--- config.mk ---
export PLATFORM = sky130hd
export DESIGN_NAME = fp32_acc_unit
export DESIGN_NICKNAME = d
export VERILOG_FILES = /design/src/rtl/fp32_acc_unit.sv
export SDC_FILE = /design/constraint.sdc
export NUM_CORES = 1
export LEC_CHECK = 0
export ABC_AREA = 1
export CORE_MARGIN = 3
export CORE_UTILIZATION = 60
export DETAILED_ROUTE_END_ITERATION = 6
export DONT_BUFFER_PORTS = 1
export PLACE_DENSITY = 0.85
export SLEW_MARGIN = 25
export SYNTH_ARGS = -nofsm -noshare
export SYNTH_HDL_FRONTEND = slang
export SYNTH_HIERARCHICAL = 1
export SYNTH_SLANG_ARGS = --single-unit
--- constraint.sdc ---
create_clock -name clk -period 17.3 [get_ports clk]
set_input_delay 2.595 -clock clk [delete_from_list [all_inputs] [get_ports clk]]
set_output_delay 2.595 -clock clk [all_outputs]
set_load 0.01 [all_outputs]
--- src/rtl/fp32_acc_unit.sv ---
// Streaming fp32 packet accumulator built around one combinational fp32 adder (RNE).
// Optional sticky NaN/Inf status flags: define FP32_ACC_STATUS_EN.

module fp32add (
  input  logic [31:0] a,
  input  logic [31:0] b,
  output logic [31:0] result
);

  function automatic logic [4:0] lzc27(input logic [26:0] v);
    logic [4:0] n;
    logic       found;
    n     = 5'd27;
    found = 1'b0;
    for (int i = 26; i >= 0; i--) begin
      if (!found && v[i]) begin
        n     = 5'(26 - i);
        found = 1'b1;
      end
    end
    return n;
  endfunction

  logic        a_nan, b_nan, a_inf, b_inf, swap, sub, stk, rnd_up;
  logic [31:0] big, sml;
  logic [8:0]  e_big, e_sml, d, sh, e_n, e_r;
  logic [23:0] m_big, m_sml;
  logic [26:0] m_sml_x, m_sml_sh, nrm;
  logic [27:0] m_big_x, m_sml_al, sum;
  logic [4:0]  lz;
  logic [24:0] mr;
  logic [22:0] frac;

  always_comb begin
    a_nan = (&a[30:23]) & (|a[22:0]);
    b_nan = (&b[30:23]) & (|b[22:0]);
    a_inf = (&a[30:23]) & ~(|a[22:0]);
    b_inf = (&b[30:23]) & ~(|b[22:0]);

    // Order by magnitude so the alignment shift is always on the smaller operand
    swap  = b[30:0] > a[30:0];
    big   = swap ? b : a;
    sml   = swap ? a : b;
    sub   = big[31] ^ sml[31];
    e_big = (big[30:23] == 8'd0) ? 9'd1 : {1'b0, big[30:23]};
    e_sml = (sml[30:23] == 8'd0) ? 9'd1 : {1'b0, sml[30:23]};
    m_big = {|big[30:23], big[22:0]};
    m_sml = {|sml[30:23], sml[22:0]};
    d     = e_big - e_sml;

    m_sml_x = {m_sml, 3'b000};
    if (d >= 9'd27) begin
      m_sml_sh = '0;
      stk      = |m_sml;
    end else begin
      m_sml_sh = m_sml_x >> d;
      stk      = |(m_sml_x & ~({27{1'b1}} << d));
    end
    m_sml_al = {1'b0, m_sml_sh[26:1], m_sml_sh[0] | stk};
    m_big_x  = {1'b0, m_big, 3'b000};
    sum      = sub ? (m_big_x - m_sml_al) : (m_big_x + m_sml_al);

    // Normalise; the left shift is capped so small results land as subnormals
    lz  = lzc27(sum[26:0]);
    sh  = '0;
    if (sum[27]) begin
      nrm = {sum[27:2], sum[1] | sum[0]};
      e_n = e_big + 9'd1;
    end else begin
      sh  = ({4'b0, lz} < e_big) ? {4'b0, lz} : (e_big - 9'd1);
      nrm = sum[26:0] << sh;
      e_n = nrm[26] ? (e_big - sh) : 9'd0;
    end

    rnd_up = nrm[2] & (nrm[1] | nrm[0] | nrm[3]);
    mr     = {1'b0, nrm[26:3]} + 25'(rnd_up);
    e_r    = e_n;
    if (mr[24])
      e_r = e_n + 9'd1;
    else if ((e_n == 9'd0) && mr[23])
      e_r = 9'd1;
    frac = mr[24] ? mr[23:1] : mr[22:0];

    if (a_nan || b_nan || (a_inf && b_inf && (a[31] ^ b[31])))
      result = 32'h7FC0_0000;
    else if (a_inf)
      result = a;
    else if (b_inf)
      result = b;
    else if (sum == 28'd0)
      result = {a[31] & b[31], 31'd0};
    else if (e_r >= 9'd255)
      result = {big[31], 8'hFF, 23'd0};
    else
      result = {big[31], e_r[7:0], frac};
  end

endmodule

module fp32_acc_unit #(
  parameter int MAX_LEN = 256,
  parameter int CNT_W   = $clog2(MAX_LEN + 1)
) (
  input  logic             clk,
  input  logic             rst,
  input  logic             in_valid,
  output logic             in_ready,
  input  logic [31:0]      in_data,
  input  logic             in_last,
  output logic             out_valid,
  input  logic             out_ready,
  output logic [31:0]      out_data,
  output logic [CNT_W-1:0] out_count,
  output logic             out_trunc,
  output logic [1:0]       out_status
);

  typedef enum logic [1:0] {S_IDLE, S_ACCUM, S_DONE} state_e;

  state_e           state_q;
  logic [31:0]      acc_q, acc_d, sum_w;
  logic [CNT_W-1:0] cnt_q, cnt_d;
  logic             in_ready_q, out_valid_q, out_trunc_q;
  logic             beat, hs, lim;

  fp32add u_add (
    .a      (acc_q),
    .b      (in_data),
    .result (sum_w)
  );

  assign beat  = in_valid & in_ready_q;
  assign hs    = out_valid_q & out_ready;
  // First beat bypasses the adder so -0 and NaN payloads are kept bit-exact
  assign acc_d = (state_q == S_IDLE) ? in_data : sum_w;
  assign cnt_d = (state_q == S_IDLE) ? CNT_W'(1) : (cnt_q + CNT_W'(1));
  assign lim   = (cnt_d == CNT_W'(MAX_LEN));

  always_ff @(posedge clk or posedge rst) begin
    if (rst) begin
      state_q     <= S_IDLE;
      acc_q       <= 32'd0;
      cnt_q       <= '0;
      in_ready_q  <= 1'b0;
      out_valid_q <= 1'b0;
      out_trunc_q <= 1'b0;
    end else begin
      case (state_q)
        S_IDLE, S_ACCUM: begin
          if (beat) begin
            acc_q <= acc_d;
            cnt_q <= cnt_d;
            if (in_last || lim) begin
              state_q     <= S_DONE;
              in_ready_q  <= 1'b0;
              out_valid_q <= 1'b1;
              out_trunc_q <= ~in_last;
            end else begin
              state_q    <= S_ACCUM;
              in_ready_q <= 1'b1;
            end
          end else begin
            in_ready_q <= 1'b1;
          end
        end
        S_DONE: begin
          if (hs) begin
            state_q     <= S_IDLE;
            acc_q       <= 32'd0;
            cnt_q       <= '0;
            in_ready_q  <= 1'b1;
            out_valid_q <= 1'b0;
            out_trunc_q <= 1'b0;
          end
        end
        default: begin
          state_q     <= S_IDLE;
          in_ready_q  <= 1'b0;
          out_valid_q <= 1'b0;
        end
      endcase
    end
  end

  assign in_ready  = in_ready_q;
  assign out_valid = out_valid_q;
  assign out_data  = acc_q;
  assign out_count = cnt_q;
  assign out_trunc = out_trunc_q;

`ifdef FP32_ACC_STATUS_EN
  logic nan_q, inf_q;

  always_ff @(posedge clk or posedge rst) begin
    if (rst) begin
      nan_q <= 1'b0;
      inf_q <= 1'b0;
    end else if (hs) begin
      nan_q <= 1'b0;
      inf_q <= 1'b0;
    end else if (beat) begin
      nan_q <= nan_q | ((&acc_d[30:23]) & (|acc_d[22:0]));
      inf_q <= inf_q | ((&acc_d[30:23]) & ~(|acc_d[22:0]));
    end
  end

  assign out_status = {nan_q, inf_q};
`else
  assign out_status = 2'b00;
`endif

endmodule

==> impl_metrics.toml <==
[status]
violations = "design-rule violations"
outcome = "complete, but fails checks"

[global_routing]
grt_pass1_vias = 16500
grt_max_degree = 74
grtUsageTotal = 0.422
grt_pass1_wl_microns = 89200
antenna_found_initial = 1
grt_overflow_total = 0

[synth]
ys_seq_area_frac = 0.0796
ys_types = 66
synth_seq_cells = 46
syn_area_per_cell_sq_um = 5.61
yosysMostFrequentCell = "nand2_1"
yosysWarnings = 6
synthTopCellsByArea = "nand2_1, nand3_1, ha_1, inv_1, dfrtp_1"
synth-edff-count = 0
post-synth-top-area-fraction = 0.179
synth_cells = 2580
yosysTopAreaCell = "nand2_1"
netlist_area_sq_um = 14500
synth_ff_type = "dfrtp_1"
synth_common_cells = "nand2_1, nand3_1, inv_1, nor2_1, a21oi_1"
synthArstFlopShare = 1.00

[drt]
wl_met3_microns = 7140
antenna_left = 0
highest_layer = "met5"
routedWlPerCell_microns = 20.4
wl_met2_microns = 25300
drt_iter0_markers = 3100
drcViolationCount = 1
dr.pass1.iters = 7
wl_met1_microns = 22300
via_per_inst = 6.40
vias = 18200
routed_wl_microns = 58200

[layout]
finalNetCount = 2674
multi_input_area_sq_um = 11500
layout-drive-gt1-share = 0.106
regArea_sq_um = 1150
diodes = 0
syn_to_final_growth_pct = 2.79
nFillCells = 2421

[clocking]
cts_buffers = 5
root_buffer = "clkbuf_16"
cts.hold.buffers_added = 0
cts_buffer_depth = 2
clk_pin_slew_ns = 0.07
cts_sinks = 46
htree_levels = 2
cts_tree = "done"
clock_latency_ns = 0.29

[die]
core_sq_um = 23600
die_area_sq_um = 26000
die_h_microns = 161
row_count = 56
initial_core_util = 0.613
die_x_microns = 161
io_pins = 83

[pwr]
leakage_uw = 0.00767
p_per_area_nw_per_um2 = 91.3
max-vdd-ir-drop_uv = 53.3

[sta]
final-max-slew-violation-count = 0
period_share = 0.942
worstMarginPinSlew_ns = 1.12
worst_slack_ns = 1.00
setup_viol_count_final = 0
finalClockSkew_ns = 0.00712
min_period_ns = 16.30
holdWs_ns = 0.595
slew_headroom = 0.251
max_freq_mhz = 61.3
hold_viol_final = 0

[worst_setup_path]
timing.rr.start = "out_data[21]$_DFFE_PP0P_"
crit_path_frequent_cell = "nand2_1"
reg2reg_depth = 105
critPathKind = "in2reg"
crit_path_start_kind = "input port"
crit_fanout = 22
worstPathRequired_ns = 17.51
cpPeakStageDelay_ns = 0.40
regToRegSetupSlack_ns = 2.58
crit_arrival_ns = 16.51
worstSetupEndpointType = "flip-flop"
crit_start = "in_data[14]"
cpMaxStageDelayCell = "fa_1"
r2r-end = "out_data[10]$_DFFE_PP0P_"

[hold_path]
hold_start = "out_trunc$_DFFE_PP0P_"
min_path_cells = 2
holdPathEnd = "out_trunc$_DFFE_PP0P_"
hold_path_class = "reg2reg"

[placement]
place_hpwl_microns = 46500
finalWeightedCongestion = 1.10
port_buffers = 0
pre_cts_slack_ns = 0.427

[job]
maxCapViolCount = 0
[critical path, delay by kind of cell]
family	cells	cell delay, ns
buf+inv	11	1.43
compound gates	19	3.07
fa+ha+maj	7	1.98
simple gates	70	7.41
[metrics by stage]
step                      total power (uW)  cell area [sq um]  utilization  std cells  setup TNS, ns
after floorplan                        903              14500            -       2581              0
after global placement                1170              14500        0.614       2829              0
after detailed placement              1170              14500        0.615       2829              0
after CTS                             1290              14700        0.622       2837              0
after global routing                  1450              14900        0.630       2847         -0.260
final                                 1360              14900        0.630       2847              0
[layout by cell type (no fill, tap or decap), types with 11 or more instances in the layout]
| master | count |
|---|---|
| nor4_1 | 13 |
| dfrtp_1 | 46 |
| xor2_1 | 36 |
| xnor2_1 | 11 |
| inv_1 | 307 |
| a21oi_1 | 138 |
| nand4_1 | 63 |
| nand2_1 | 689 |
| nor2_2 | 40 |
| inv_2 | 20 |
| buf_4 | 42 |
| nand3_1 | 350 |
| a22oi_1 | 31 |
| nand3_2 | 41 |
| nand2_2 | 37 |
| ha_1 | 107 |
| o21ai_1 | 26 |
| o21ai_0 | 79 |
| nor2_4 | 13 |
| nor3_1 | 41 |
| a31oi_1 | 18 |
| nor2_1 | 223 |
[layer usage]
| metal | global-route usage | up-vias |
|---|---|---|
| met3 | 0.111 | 288 |
| met2 | 0.677 | 1334 |
| li1 | - | 8443 |
| met5 | 0 | - |
| met4 | 0.191 | 2 |
| met1 | 0.533 | 8152 |
[worst max path at each step]
stage                               end  slack [ns]  depth (start not counted)
6_report       out_data[10]$_DFFE_PP0P_         1.0                        107
5_1_grt        out_data[12]$_DFFE_PP0P_       -0.05                        101
4_1_cts        out_data[13]$_DFFE_PP0P_        0.71                        105
3_5_place_dp   out_data[13]$_DFFE_PP0P_        0.43                        105
3_3_place_gp   out_data[13]$_DFFE_PP0P_        0.81                         97
2_1_floorplan  out_data[12]$_DFFE_PP0P_        2.22                        112
[where the power goes]
part           leakage (uW)  switching, uW  internal, uW
Clock             0.0000848           46.0          69.3
Combinational       0.00698            805           329
Sequential         0.000606              0           107
[timing repair]
action | CTS | global route
resized for setup | 0 | 25
endpoints found under the setup margin | 0 | 31
setup buffers | 0 | 7
[sequential cells by signal, indices dropped and copies added (netlist names)]
signal	flops
out_trunc	1
out_data	32
in_ready	1
out_count	9
out_valid	1
state_q	2
[kinds of logic after synthesis]
family          count (synthesis)  synth area share
simple gates                 1566             0.514
buf+inv                       444             0.133
compound gates                364             0.148
fa+ha+maj                     110            0.0967
xor+xnor                       48            0.0291
flops                          46            0.0796
other cells                     2          0.000519
[final cells by class]
type | count | area share
Multi-Input combinational cell | 2094 | 0.775
Timing Repair Buffer | 45 | 0.0235
Clock buffer | 5 | 0.00842
Clock inverter | 3 | 0.00320
Tap cell | 319 | 0.0268
Sequential cell | 46 | 0.0774
Inverter | 335 | 0.0855
No activity file was read; power rests on OpenSTA's default activity.
